`src/rtl/rs_stream_decoder_pkg.sv`:
```
// Shared types, default parameters and GF(2^m) helpers for the RS stream decoder.
// Field elements are carried in a fixed-width container (gf_t); the field width m
// is passed explicitly, so any m from 2 to 15 is supported.
package rs_stream_decoder_pkg;

   localparam int unsigned DEF_SYMBOL_WIDTH = 4;
   localparam int unsigned DEF_N            = 15;
   localparam logic [4:0]  DEF_GF_POLY      = 5'b10011;
   localparam int unsigned DEF_CNT_WIDTH    = 16;
   localparam int unsigned GF_MAXW          = 16;

   typedef logic [GF_MAXW-1:0] gf_t;

   typedef enum logic [1:0] {IDLE, COLLECT, SOLVE, EMIT} state_t;
   typedef enum logic [1:0] {CLEAN, CANDIDATE, UNCORR} synd_class_t;

   // a * alpha: shift left, fold the polynomial back in when the old MSB was set
   function automatic gf_t gf_mul_alpha(input gf_t a, input gf_t poly, input int unsigned m);
      if (((a >> (m - 1)) & gf_t'(1)) != '0)
         return (a << 1) ^ poly;
      else
         return a << 1;
   endfunction

   // a * alpha^-1: fold the polynomial in when the LSB is set, then shift right
   function automatic gf_t gf_mul_alpha_inv(input gf_t a, input gf_t poly, input int unsigned m);
      if (m == 0)
         return '0;
      if (a[0])
         return (a ^ poly) >> 1;
      else
         return a >> 1;
   endfunction

   // Shift-and-add multiply, LSB of b first
   function automatic gf_t gf_mul(input gf_t a, input gf_t b, input gf_t poly, input int unsigned m);
      gf_t r;
      gf_t aa;
      gf_t bb;
      r  = '0;
      aa = a;
      bb = b;
      for (int unsigned i = 0; i < GF_MAXW; i++) begin
         if (i < m) begin
            if (bb[0])
               r = r ^ aa;
            aa = gf_mul_alpha(aa, poly, m);
            bb = bb >> 1;
         end
      end
      return r;
   endfunction

   // a^-1 = a^(2^m - 2) = product of a^(2^i) for i = 1 .. m-1; inverse of 0 yields 0
   function automatic gf_t gf_inv(input gf_t a, input gf_t poly, input int unsigned m);
      gf_t sq;
      gf_t r;
      sq = a;
      r  = gf_t'(1);
      for (int unsigned i = 1; i < GF_MAXW; i++) begin
         if (i < m) begin
            sq = gf_mul(sq, sq, poly, m);
            r  = gf_mul(r, sq, poly, m);
         end
      end
      return r;
   endfunction

   function automatic gf_t gf_div(input gf_t a, input gf_t b, input gf_t poly, input int unsigned m);
      return gf_mul(a, gf_inv(b, poly, m), poly, m);
   endfunction

   // alpha^n, used for elaboration-time constants only
   function automatic gf_t gf_alpha_pow(input int unsigned n, input gf_t poly, input int unsigned m);
      gf_t r;
      r = gf_t'(1);
      for (int unsigned i = 0; i < n; i++)
         r = gf_mul_alpha(r, poly, m);
      return r;
   endfunction

endpackage

```
`src/rtl/rs_stream_decoder_if.sv`:
```
// Input and output valid/ready symbol streams of the RS decoder.
interface rs_stream_decoder_if #(
   parameter int unsigned SYMBOL_WIDTH = 4
) ();

   logic                    in_valid;
   logic                    in_ready;
   logic [SYMBOL_WIDTH-1:0] in_data;
   logic                    out_valid;
   logic                    out_ready;
   logic [SYMBOL_WIDTH-1:0] out_data;
   logic                    out_last;
   logic                    out_corrected;
   logic                    out_uncorrectable;

   // Producer / consumer side
   modport master (
      output in_valid, in_data, out_ready,
      input  in_ready, out_valid, out_data, out_last, out_corrected, out_uncorrectable
   );

   // Decoder side
   modport slave (
      input  in_valid, in_data, out_ready,
      output in_ready, out_valid, out_data, out_last, out_corrected, out_uncorrectable
   );

endinterface

```
`src/rtl/rs_stream_decoder_syndrome_acc.sv`:
```
// Horner accumulators for S1 = r(alpha) and S2 = r(alpha^2), one symbol per enable.
module rs_syndrome_acc
   import rs_stream_decoder_pkg::*;
#(
   parameter int unsigned           SYMBOL_WIDTH = DEF_SYMBOL_WIDTH,
   parameter logic [SYMBOL_WIDTH:0] GF_POLY      = (SYMBOL_WIDTH + 1)'(DEF_GF_POLY)
) (
   input  logic                    clk,
   input  logic                    reset_n,
   input  logic                    i_clr,
   input  logic                    i_en,
   input  logic                    i_first,
   input  logic [SYMBOL_WIDTH-1:0] i_data,
   output logic [SYMBOL_WIDTH-1:0] o_s1,
   output logic [SYMBOL_WIDTH-1:0] o_s2
);

   typedef logic [SYMBOL_WIDTH-1:0] sym_t;

   localparam gf_t POLY = gf_t'(GF_POLY);

   function automatic sym_t f_alpha(input sym_t a);
      return sym_t'(gf_mul_alpha(gf_t'(a), POLY, SYMBOL_WIDTH));
   endfunction

   sym_t r_s1;
   sym_t r_s2;
   sym_t w_s1_next;
   sym_t w_s2_next;

   // Next syndrome values; the first beat starts from zero instead of the old value
   always_comb begin
      w_s1_next = (i_first ? '0 : f_alpha(r_s1)) ^ i_data;
      w_s2_next = (i_first ? '0 : f_alpha(f_alpha(r_s2))) ^ i_data;
   end

   // Syndrome registers with clear and enable
   always_ff @(posedge clk or negedge reset_n) begin
      if (!reset_n) begin
         r_s1 <= '0;
         r_s2 <= '0;
      end else if (i_clr) begin
         r_s1 <= '0;
         r_s2 <= '0;
      end else if (i_en) begin
         r_s1 <= w_s1_next;
         r_s2 <= w_s2_next;
      end
   end

   assign o_s1 = r_s1;
   assign o_s2 = r_s2;

endmodule

```
`src/rtl/rs_stream_decoder.sv`:
```
// Symbol-serial single-error Reed-Solomon decoder: buffers one codeword while
// accumulating syndromes, solves for locator/value in one cycle, then streams the
// corrected codeword out with per-codeword status flags.
module rs_stream_decoder
   import rs_stream_decoder_pkg::*;
#(
   parameter int unsigned           SYMBOL_WIDTH = DEF_SYMBOL_WIDTH,
   parameter int unsigned           N            = DEF_N,
   parameter logic [SYMBOL_WIDTH:0] GF_POLY      = (SYMBOL_WIDTH + 1)'(DEF_GF_POLY),
   parameter int unsigned           CNT_WIDTH    = DEF_CNT_WIDTH
) (
   input  logic                 clk,
   input  logic                 reset_n,
   rs_stream_decoder_if.slave   bus,
   output logic [CNT_WIDTH-1:0] corr_count
);

   typedef logic [SYMBOL_WIDTH-1:0] sym_t;

   localparam int unsigned       IDX_W    = $clog2(N);
   localparam logic [IDX_W-1:0]  IDX_LAST = IDX_W'(N - 1);
   localparam gf_t               POLY     = gf_t'(GF_POLY);
   localparam sym_t              P_INIT   = sym_t'(gf_alpha_pow(N - 1, POLY, SYMBOL_WIDTH));

   function automatic sym_t f_alpha_inv(input sym_t a);
      return sym_t'(gf_mul_alpha_inv(gf_t'(a), POLY, SYMBOL_WIDTH));
   endfunction

   function automatic sym_t f_mul(input sym_t a, input sym_t b);
      return sym_t'(gf_mul(gf_t'(a), gf_t'(b), POLY, SYMBOL_WIDTH));
   endfunction

   function automatic sym_t f_div(input sym_t a, input sym_t b);
      return sym_t'(gf_div(gf_t'(a), gf_t'(b), POLY, SYMBOL_WIDTH));
   endfunction

   state_t              r_state;
   state_t              w_next_state;
   logic [IDX_W-1:0]    r_idx;
   sym_t                r_buf [N];
   sym_t                r_x;
   sym_t                r_y;
   sym_t                r_p;
   synd_class_t         r_cls;
   logic                r_hit;
   logic [CNT_WIDTH-1:0] r_corr_count;

   sym_t        w_s1;
   sym_t        w_s2;
   sym_t        w_x;
   sym_t        w_y;
   synd_class_t w_cls;
   logic        w_match;
   logic        w_in_hs;
   logic        w_out_hs;

   logic        w_in_ready;
   logic        w_out_valid;
   sym_t        w_out_data;
   logic        w_out_last;
   logic        w_out_corrected;
   logic        w_out_uncorr;

   assign w_in_hs  = bus.in_valid & w_in_ready;
   assign w_out_hs = w_out_valid & bus.out_ready;
   assign w_match  = (r_cls == CANDIDATE) && (r_p == r_x);

   rs_syndrome_acc #(
      .SYMBOL_WIDTH (SYMBOL_WIDTH),
      .GF_POLY      (GF_POLY)
   ) u_synd (
      .clk     (clk),
      .reset_n (reset_n),
      .i_clr   (r_state == IDLE),
      .i_en    (w_in_hs),
      .i_first (r_idx == IDX_LAST),
      .i_data  (bus.in_data),
      .o_s1    (w_s1),
      .o_s2    (w_s2)
   );

   // Locator, error value and syndrome class; division by zero is masked by the class
   always_comb begin
      w_x = f_div(w_s2, w_s1);
      w_y = f_div(f_mul(w_s1, w_s1), w_s2);
      if ((w_s1 == '0) && (w_s2 == '0))
         w_cls = CLEAN;
      else if ((w_s1 == '0) || (w_s2 == '0))
         w_cls = UNCORR;
      else
         w_cls = CANDIDATE;
   end

   // State register
   always_ff @(posedge clk or negedge reset_n) begin
      if (!reset_n)
         r_state <= IDLE;
      else
         r_state <= w_next_state;
   end

   // Next-state logic
   always_comb begin
      w_next_state = r_state;
      case (r_state)
         IDLE:    w_next_state = COLLECT;
         COLLECT: if (w_in_hs && (r_idx == '0)) w_next_state = SOLVE;
         SOLVE:   w_next_state = EMIT;
         EMIT:    if (w_out_hs && (r_idx == '0)) w_next_state = COLLECT;
         default: w_next_state = IDLE;
      endcase
   end

   // Output decode; flags are qualified by the position-0 beat
   always_comb begin
      w_in_ready      = 1'b0;
      w_out_valid     = 1'b0;
      w_out_data      = '0;
      w_out_last      = 1'b0;
      w_out_corrected = 1'b0;
      w_out_uncorr    = 1'b0;
      case (r_state)
         COLLECT: w_in_ready = 1'b1;
         EMIT: begin
            w_out_valid     = 1'b1;
            w_out_data      = r_buf[r_idx] ^ (w_match ? r_y : '0);
            w_out_last      = (r_idx == '0);
            w_out_corrected = w_out_last & (r_hit | w_match);
            w_out_uncorr    = w_out_last &
                              ((r_cls == UNCORR) |
                               ((r_cls == CANDIDATE) & ~r_hit & ~w_match));
         end
         default: ;
      endcase
   end

   assign bus.in_ready          = w_in_ready;
   assign bus.out_valid         = w_out_valid;
   assign bus.out_data          = w_out_data;
   assign bus.out_last          = w_out_last;
   assign bus.out_corrected     = w_out_corrected;
   assign bus.out_uncorrectable = w_out_uncorr;
   assign corr_count            = r_corr_count;

   // Index, solver results, running locator, hit flag and corrected-codeword counter
   always_ff @(posedge clk or negedge reset_n) begin
      if (!reset_n) begin
         r_idx        <= '0;
         r_x          <= '0;
         r_y          <= '0;
         r_p          <= '0;
         r_cls        <= CLEAN;
         r_hit        <= 1'b0;
         r_corr_count <= '0;
      end else begin
         case (r_state)
            IDLE: r_idx <= IDX_LAST;
            COLLECT: begin
               if (w_in_hs)
                  r_idx <= (r_idx == '0) ? IDX_LAST : r_idx - IDX_W'(1);
            end
            SOLVE: begin
               r_x   <= w_x;
               r_y   <= w_y;
               r_cls <= w_cls;
               r_p   <= P_INIT;
               r_hit <= 1'b0;
            end
            EMIT: begin
               if (w_out_hs) begin
                  r_idx <= (r_idx == '0) ? IDX_LAST : r_idx - IDX_W'(1);
                  r_p   <= f_alpha_inv(r_p);
                  if (w_match)
                     r_hit <= 1'b1;
                  if (w_out_corrected && (r_corr_count != '1))
                     r_corr_count <= r_corr_count + CNT_WIDTH'(1);
               end
            end
            default: ;
         endcase
      end
   end

   // Codeword buffer, written in arrival order; contents need no reset
   always_ff @(posedge clk) begin
      if (w_in_hs)
         r_buf[r_idx] <= bus.in_data;
   end

endmodule
```
`src/flat_wrapper.sv`:
```
// flat-port wrapper written by rule: the top's interface ports become plain ports
module rs_stream_decoder_flat import rs_stream_decoder_pkg::*;
#(
   parameter int unsigned           SYMBOL_WIDTH = DEF_SYMBOL_WIDTH,
   parameter int unsigned           N            = DEF_N,
   parameter logic [SYMBOL_WIDTH:0] GF_POLY      = (SYMBOL_WIDTH + 1)'(DEF_GF_POLY),
   parameter int unsigned           CNT_WIDTH    = DEF_CNT_WIDTH
)
  (clk, reset_n, corr_count, bus_in_valid, bus_in_data, bus_out_ready, bus_in_ready, bus_out_valid, bus_out_data, bus_out_last, bus_out_corrected, bus_out_uncorrectable);
  rs_stream_decoder_if #(.SYMBOL_WIDTH(SYMBOL_WIDTH)) bus_i ();
  input  logic clk;
  input  logic reset_n;
  output logic [CNT_WIDTH-1:0] corr_count;
  input wire logic [$bits(bus_i.in_valid)-1:0] bus_in_valid;
  input wire logic [$bits(bus_i.in_data)-1:0] bus_in_data;
  input wire logic [$bits(bus_i.out_ready)-1:0] bus_out_ready;
  output wire logic [$bits(bus_i.in_ready)-1:0] bus_in_ready;
  output wire logic [$bits(bus_i.out_valid)-1:0] bus_out_valid;
  output wire logic [$bits(bus_i.out_data)-1:0] bus_out_data;
  output wire logic [$bits(bus_i.out_last)-1:0] bus_out_last;
  output wire logic [$bits(bus_i.out_corrected)-1:0] bus_out_corrected;
  output wire logic [$bits(bus_i.out_uncorrectable)-1:0] bus_out_uncorrectable;
  assign bus_i.in_valid = bus_in_valid;
  assign bus_i.in_data = bus_in_data;
  assign bus_i.out_ready = bus_out_ready;
  assign bus_in_ready = bus_i.in_ready;
  assign bus_out_valid = bus_i.out_valid;
  assign bus_out_data = bus_i.out_data;
  assign bus_out_last = bus_i.out_last;
  assign bus_out_corrected = bus_i.out_corrected;
  assign bus_out_uncorrectable = bus_i.out_uncorrectable;
  rs_stream_decoder #(.SYMBOL_WIDTH(SYMBOL_WIDTH), .N(N), .GF_POLY(GF_POLY), .CNT_WIDTH(CNT_WIDTH)) u_core (.clk(clk), .reset_n(reset_n), .bus(bus_i), .corr_count(corr_count));
endmodule
```
`config.mk`:
```
export PLATFORM = sky130hd
export DESIGN_NAME = rs_stream_decoder_flat
export DESIGN_NICKNAME = d
export VERILOG_FILES = /design/src/rtl/rs_stream_decoder_pkg.sv /design/src/rtl/rs_stream_decoder_if.sv /design/src/rtl/rs_stream_decoder_syndrome_acc.sv /design/src/rtl/rs_stream_decoder.sv /design/src/flat_wrapper.sv
export SDC_FILE = /design/constraint.sdc
export NUM_CORES = 1
export LEC_CHECK = 0
export ABC_CLOCK_PERIOD_IN_PS = 8100
export CAP_MARGIN = 20
export CORE_UTILIZATION = 25
export CTS_CLUSTER_DIAMETER = 50
export CTS_CLUSTER_SIZE = 20
export DETAILED_ROUTE_END_ITERATION = 16
export SYNTH_ARGS = -nofsm -noshare
export SYNTH_HDL_FRONTEND = slang
export SYNTH_SLANG_ARGS = --single-unit
```
`constraint.sdc`:
```
create_clock -name clk -period 8.1 [get_ports clk]
set_input_delay 1.215 -clock clk [delete_from_list [all_inputs] [get_ports clk]]
set_output_delay 1.215 -clock clk [all_outputs]
set_load 0.01 [all_outputs]
```
---- Word-level counts from Yosys, hierarchy flattened ----
Memories as Yosys holds them, arrays and structs flattened.
Index checks and enable logic that the tools add are counted.
storage, ports and cells
  output and inout port bits .............. 25
  bits in registers ....................... 45
  memories ................................ 1
  bits of input ports ..................... 8
  memory bits (writable) .................. 60
  word-level logic and storage cells ...... 252
operators by class
  $add $sub $neg .......................... 2
  bitwise operators ....................... 88
  multiplexer cells ....................... 120
  equality and inequality tests ........... 13
  reductions and logical operators ........ 18
memories
  memory        words  bits a word  read ports  clocked after memory_dff  write ports  line                     source
  u_core.r_buf  15     4            1           0                         1            rs_stream_decoder.sv:40  sym_t r_buf [N];
operators by type and width
  cell                                              count
  2-to-1 mux 4 bit                                  63
  bitwise XOR 4 bit                                 39
  2-to-1 mux 2 bit                                  40
  NOT 2 bit                                         32
  adder 16 x 1 -> 16 bit, second input constant     1
  != test 16 bit, second input constant             1
  zero test 4 bit                                   3
  one-hot mux 4 bit (3 select lines)                1
  2-to-1 mux 1 bit                                  11
  != test 2 x 1 -> 1 bit, second input constant     5
  AND reduction 3 bit                               3
  one-hot mux 2 bit (4 select lines)                1
  one-hot mux 4 bit (2 select lines)                1
  bitwise AND 1 bit                                 6
  == test 2 bit, second input constant              3
  2-to-1 mux 3 bit                                  2
  NOT 1 bit, first input constant                   6
  logical AND 1 bit                                 5
  == test 2 x 1 -> 1 bit, second input constant     2
  == test 4 bit                                     1
  == test 4 bit, second input constant              1
  AND reduction 2 bit                               2
  nonzero test 2 bit                                2
  subtractor 4 x 1 -> 4 bit, second input constant  1
  7 further kinds                                   9

---- Longest topological paths before layout ----
  word-level depth ........................ 38
  gate-level depth with buffers ........... 24
  mapped depth without buffers ............ 21

---- Hierarchy ----
A second synthesis with hierarchy kept.
unflattened totals
  cells, all modules ...................... 880
  area total of the unflattened synthesis .. 8450.6 um^2
modules (own cells, without submodules)
  module             cells an instance  area an instance (um^2)  instances
  rs_stream_decoder  833                8005.2                   1
  rs_syndrome_acc    47                 445.4                    1

---- Least setup slack after synthesis ----
OpenSTA, ideal clock, no wires.
  path type ............................... register -> register
  start point ............................. register u_core.u_synd.r_s1[0] (netlist: u_core.u_synd.o_s1[0])
  end point ............................... register u_core.r_x[1]
  clock period less this slack ............ 5.741 ns
  data arrival time ....................... 5.651 ns
  path slack .............................. 2.359 ns
  data required time ...................... 8.010 ns
  cell stages (with the launch flop) ...... 25
  cell sequence ........................... dfrtp_1 ha_1 buf_6 xnor2_1 a211o_1 nand2_1 buf_2 buf_1 ha_1 xnor3_1 a21oi_1 xnor2_1 ha_1 and3_1 clkbuf_1 o2111ai_1 o41ai_1 o31ai_2 nand3_1 nor2_1 xnor3_1 nor4b_1 nor3_1 or4_1 o221ai_1
between the ends
  word-level cells in the longest chain between the ends .. 35
  elaborated cells between the ends (all ways) .. 72
ends and longest elaborated chain
  item                                                  line                                                      source
  start, declared                                       rs_stream_decoder_syndrome_acc.sv:26                      sym_t r_s1;
  start signal, assigned                                rs_stream_decoder_syndrome_acc.sv:46                      r_s1 <= w_s1_next;
  2-to-1 mux 4 bit                                      rs_stream_decoder_pkg.sv:45                               if (bb[0])
  bitwise XOR 4 bit                                     rs_stream_decoder_pkg.sv:46                               r = r ^ aa;
  2-to-1 mux 4 bit                                      rs_stream_decoder_pkg.sv:45
  bitwise XOR 4 bit                                     rs_stream_decoder_pkg.sv:46
  2-to-1 mux 4 bit                                      rs_stream_decoder_pkg.sv:45
  bitwise XOR 4 bit                                     rs_stream_decoder_pkg.sv:46
  2-to-1 mux 4 bit (*)                                  rs_stream_decoder_pkg.sv:45
  2-to-1 mux 4 bit or 2-to-1 mux 2 bit (tied branches)  rs_stream_decoder_pkg.sv:45, rs_stream_decoder_pkg.sv:19
  [... 19 more ...]                                     --
  2-to-1 mux 4 bit (*)                                  rs_stream_decoder_pkg.sv:45
  2-to-1 mux 4 bit                                      rs_stream_decoder_pkg.sv:45
  bitwise XOR 4 bit                                     rs_stream_decoder_pkg.sv:46
  2-to-1 mux 4 bit                                      rs_stream_decoder_pkg.sv:45
  bitwise XOR 4 bit                                     rs_stream_decoder_pkg.sv:46
  2-to-1 mux 4 bit                                      rs_stream_decoder_pkg.sv:45
  bitwise XOR 4 bit                                     rs_stream_decoder_pkg.sv:46
  2-to-1 mux 4 bit (*)                                  rs_stream_decoder_pkg.sv:45
  end signal, assigned                                  rs_stream_decoder.sv:163                                  r_x <= w_x;
  end, declared                                         rs_stream_decoder.sv:41                                   sym_t r_x;
Mark *: on every way between the ends. The rest lies on a longest branch, timed or not.
A chain may end at the register's enable or synchronous reset.

---- Worst setup path after layout ----
  start point ............................. register u_core.u_synd.r_s1[3] (netlist: u_core.u_synd.o_s1[3])
  end point ............................... register u_core.r_x[1]
between the ends
  word-level cells in the longest chain between the ends .. 35
  elaborated cells between the ends (all ways) .. 73
ends and longest elaborated chain
  item                                                  line
  2-to-1 mux 2 bit or 2-to-1 mux 4 bit (tied branches)  rs_stream_decoder_pkg.sv:19, rs_stream_decoder_pkg.sv:45
  bitwise XOR 4 bit                                     rs_stream_decoder_pkg.sv:46
  2-to-1 mux 4 bit                                      rs_stream_decoder_pkg.sv:45
  bitwise XOR 4 bit                                     rs_stream_decoder_pkg.sv:46
  2-to-1 mux 4 bit                                      rs_stream_decoder_pkg.sv:45
  bitwise XOR 4 bit                                     rs_stream_decoder_pkg.sv:46
  2-to-1 mux 4 bit (*)                                  rs_stream_decoder_pkg.sv:45
  2-to-1 mux 4 bit or 2-to-1 mux 2 bit (tied branches)  rs_stream_decoder_pkg.sv:45, rs_stream_decoder_pkg.sv:19
  [... 19 more ...]                                     --
  2-to-1 mux 4 bit (*)                                  rs_stream_decoder_pkg.sv:45
  2-to-1 mux 4 bit                                      rs_stream_decoder_pkg.sv:45
  bitwise XOR 4 bit                                     rs_stream_decoder_pkg.sv:46
  2-to-1 mux 4 bit                                      rs_stream_decoder_pkg.sv:45
  bitwise XOR 4 bit                                     rs_stream_decoder_pkg.sv:46
  2-to-1 mux 4 bit                                      rs_stream_decoder_pkg.sv:45
  bitwise XOR 4 bit                                     rs_stream_decoder_pkg.sv:46
  2-to-1 mux 4 bit (*)                                  rs_stream_decoder_pkg.sv:45
Marks and branches as above.

==> impl_metrics.env <==
export IMPL_arrival_ns=7.01
export IMPL_synth_seq_cells=105
export IMPL_rsz0062_at_grt="no"
export IMPL_avgSynthCellArea_um2=9.59
export IMPL_drv_slew=0
export IMPL_max_freq_mhz=148
export IMPL_path_clk_slew_ns=0.08
export IMPL_grt_util_all_layers_pct=11.7
export IMPL_final_cell_mix="nand2_1 (85), nor2_1 (81), edfxtp_1 (60)"
export IMPL_fp_row_count=64
export IMPL_syn_area_mm2=0.00791
export IMPL_start_util_pct=25.7
export IMPL_required_ns=8.35
export IMPL_wl_per_cell_um=15.3
export IMPL_grt_pass1_vias=6076
export IMPL_synth_flop_cell="edfxtp_1"
export IMPL_run_status="complete, no violations"
export IMPL_hold_buffers=0
export IMPL_cts_tree="yes"
export IMPL_fin_crit_sh_pct=83.5
export IMPL_drive_above_1_share_pct=8.67
export IMPL_grt_max_degree=46
export IMPL_io_buffers=32
export IMPL_htree_levels=3
export IMPL_cts_buffer_depth=2
export IMPL_cts_resized_gates=0
export IMPL_synth_edf_count=60
export IMPL_syn2layout_area_growth_pct=12.4
export IMPL_clock_sinks=105
export IMPL_die_area_mm2=0.0324
export IMPL_core_area_mm2=0.0308
export IMPL_final_setup_viol_count=0
export IMPL_synthArstFlopShare_pct=42.9
export IMPL_clk_latency_ns=0.35
export IMPL_vias=6199
export IMPL_worstSetupStartpointType="flop"
export IMPL_dp_hpwl_mm=13.2
export IMPL_post_cts_buffers=0
export IMPL_cts_made_buffers=9
export IMPL_diodes=0
export IMPL_root_buffer="clkbuf_16"
export IMPL_vias_per_cell=5.06
export IMPL_yosysUniqueCellTypes=90
export IMPL_synth_cells=825
export IMPL_grt_pass1_wl_mm=31.4
export IMPL_fp_dieW_um=180
export IMPL_synth_warnings=0
export IMPL_layout_commonest_cell="nand2_1"
export IMPL_finalWirelength_mm=18.8
export IMPL_io_pins=33
export IMPL_antenna_found_initial=0
export IMPL_place_congestion=0.866
export IMPL_syn_nets=859
export IMPL_end_kind="flop"
export IMPL_firstDrtPassIters=7
export IMPL_critPathMaxFanout=23
export IMPL_min_path_type="flop to flop"
export IMPL_die_y_um=180
export IMPL_tns_ns=0
export IMPL_drtAntennaViolNets=0
export IMPL_critical_path_class="flop to flop"
export IMPL_drt_iter0_markers=434
export IMPL_fin_worst_skew_ns=0.0105
export IMPL_ys_seq_area_share_pct=37.0
export IMPL_relSlewSlack_pct=37.2
export IMPL_grt_overflow_total=0
export IMPL_nets=860
export IMPL_drc=0
export IMPL_worst_pin_slew_ns=0.934
export IMPL_drv_cap=0
export IMPL_layout_min_cycle_time_ns=6.76
export IMPL_hold_viol_final=0
path summary, 6_finish.rpt:
| path | start | endpoint | slack (ns) | depth (start not counted) |
|---|---|---|---|---|
| worst max-delay path | u_core.u_synd.o_s1[3] | u_core.r_x[1] | 1.34 | 22 |
| worst min-delay path | u_core.corr_count[9] | u_core.corr_count[9] | 0.49 | 1 |
| worst max register to register | u_core.u_synd.o_s1[3] | u_core.r_x[1] | 1.34 | 22 |
| worst min register to register | u_core.corr_count[9] | u_core.corr_count[9] | 0.49 | 1 |
| max in group asynchronous | reset_n | u_core.r_y[3] | 6.83 | 2 |
| min in group asynchronous | reset_n | u_core.corr_count[0] | 0.77 | 1 |
cells in the mapped netlist (11+ instances only):
cell	count	area, um^2
mux4_2	14	315
nand2_1	85	319
a211oi_1	16	120
a21oi_1	35	175
nor3_1	30	150
nand4_1	17	106
xnor2_1	56	490
o21ai_0	34	170
mux2i_1	11	110
dfrtp_1	45	1130
inv_1	24	90.1
clkbuf_1	31	116
xor2_1	25	219
ha_1	26	325
nand3_1	31	155
edfxtp_1	60	1800
nor2_1	81	304
sequential cells by signal, indices dropped and copies added (netlist names):
signal / count
u_core.r_p: 4
u_core.r_y: 4
u_core.u_synd.o_s2: 4
u_core.u_synd.o_s1: 4
u_core.r_cls: 2
u_core.r_idx: 4
u_core.r_hit: 1
u_core.r_x: 4
u_core.corr_count: 16
u_core.r_state: 2
u_core.r_buf: 60
cell families after synthesis:
group | Yosys count | share of synthesized area (%)
xor+xnor | 94 | 12.6
flops | 105 | 37.0
simple gates | 316 | 19.9
compound gates | 178 | 16.0
buf+inv | 74 | 3.95
mux | 32 | 6.37
fa+ha+maj | 26 | 4.11
per-layer routing:
layer / track usage, % / part of all wire, %
met1: 16.1 / 48
met2: 19.3 / 46
met3: 1.62 / 4.9
met4: 2.55 / 0.69
met5: 0 / 0
final cells by class:
type / instances / area (um^2)
Clock buffer: 10 / 229
Clock inverter: 5 / 70.1
Multi-Input combinational cell: 646 / 4670
Fill cell: 3160 / 21900
Sequential cell: 105 / 2930
Inverter: 25 / 93.8
Tap cell: 396 / 495
Timing Repair Buffer: 39 / 404
critical path: stages (launching register included):
cell,delay [ns]
dfrtp_1,0.54
ha_1,0.61
xnor2_1,0.22
a211o_1,0.35
nand2_1,0.08
buf_4,0.26
inv_1,0.31
ha_1,0.36
inv_1,0.20
a21oi_1,0.09
nor2_1,0.55
ha_1,0.41
and3_1,0.26
o2111ai_1,0.22
o41ai_1,0.12
o31ai_2,0.34
nand3_1,0.17
nor2_1,0.16
xnor3_1,0.36
nor4b_1,0.35
nor3_1,0.10
or4_1,0.51
o221ai_1,0.09
metrics by stage:
stage	util [%]	hold slack (ns)	instance area [um^2]	setup WS [ns]	cells
CTS	28.7	0.496	8860	1.46	1224
finish	28.8	0.488	8890	1.34	1226
detailed placement	27.8	0.478	8560	1.50	1209
floorplan	-	0.481	7910	2.36	825
global route	28.8	0.518	8890	0.810	1226
global placement	27.7	0.483	8530	1.57	1208
Power is left out: the tool's default activity adds up to more than one toggle a clock period on the data nets, which glitch-free logic cannot reach.
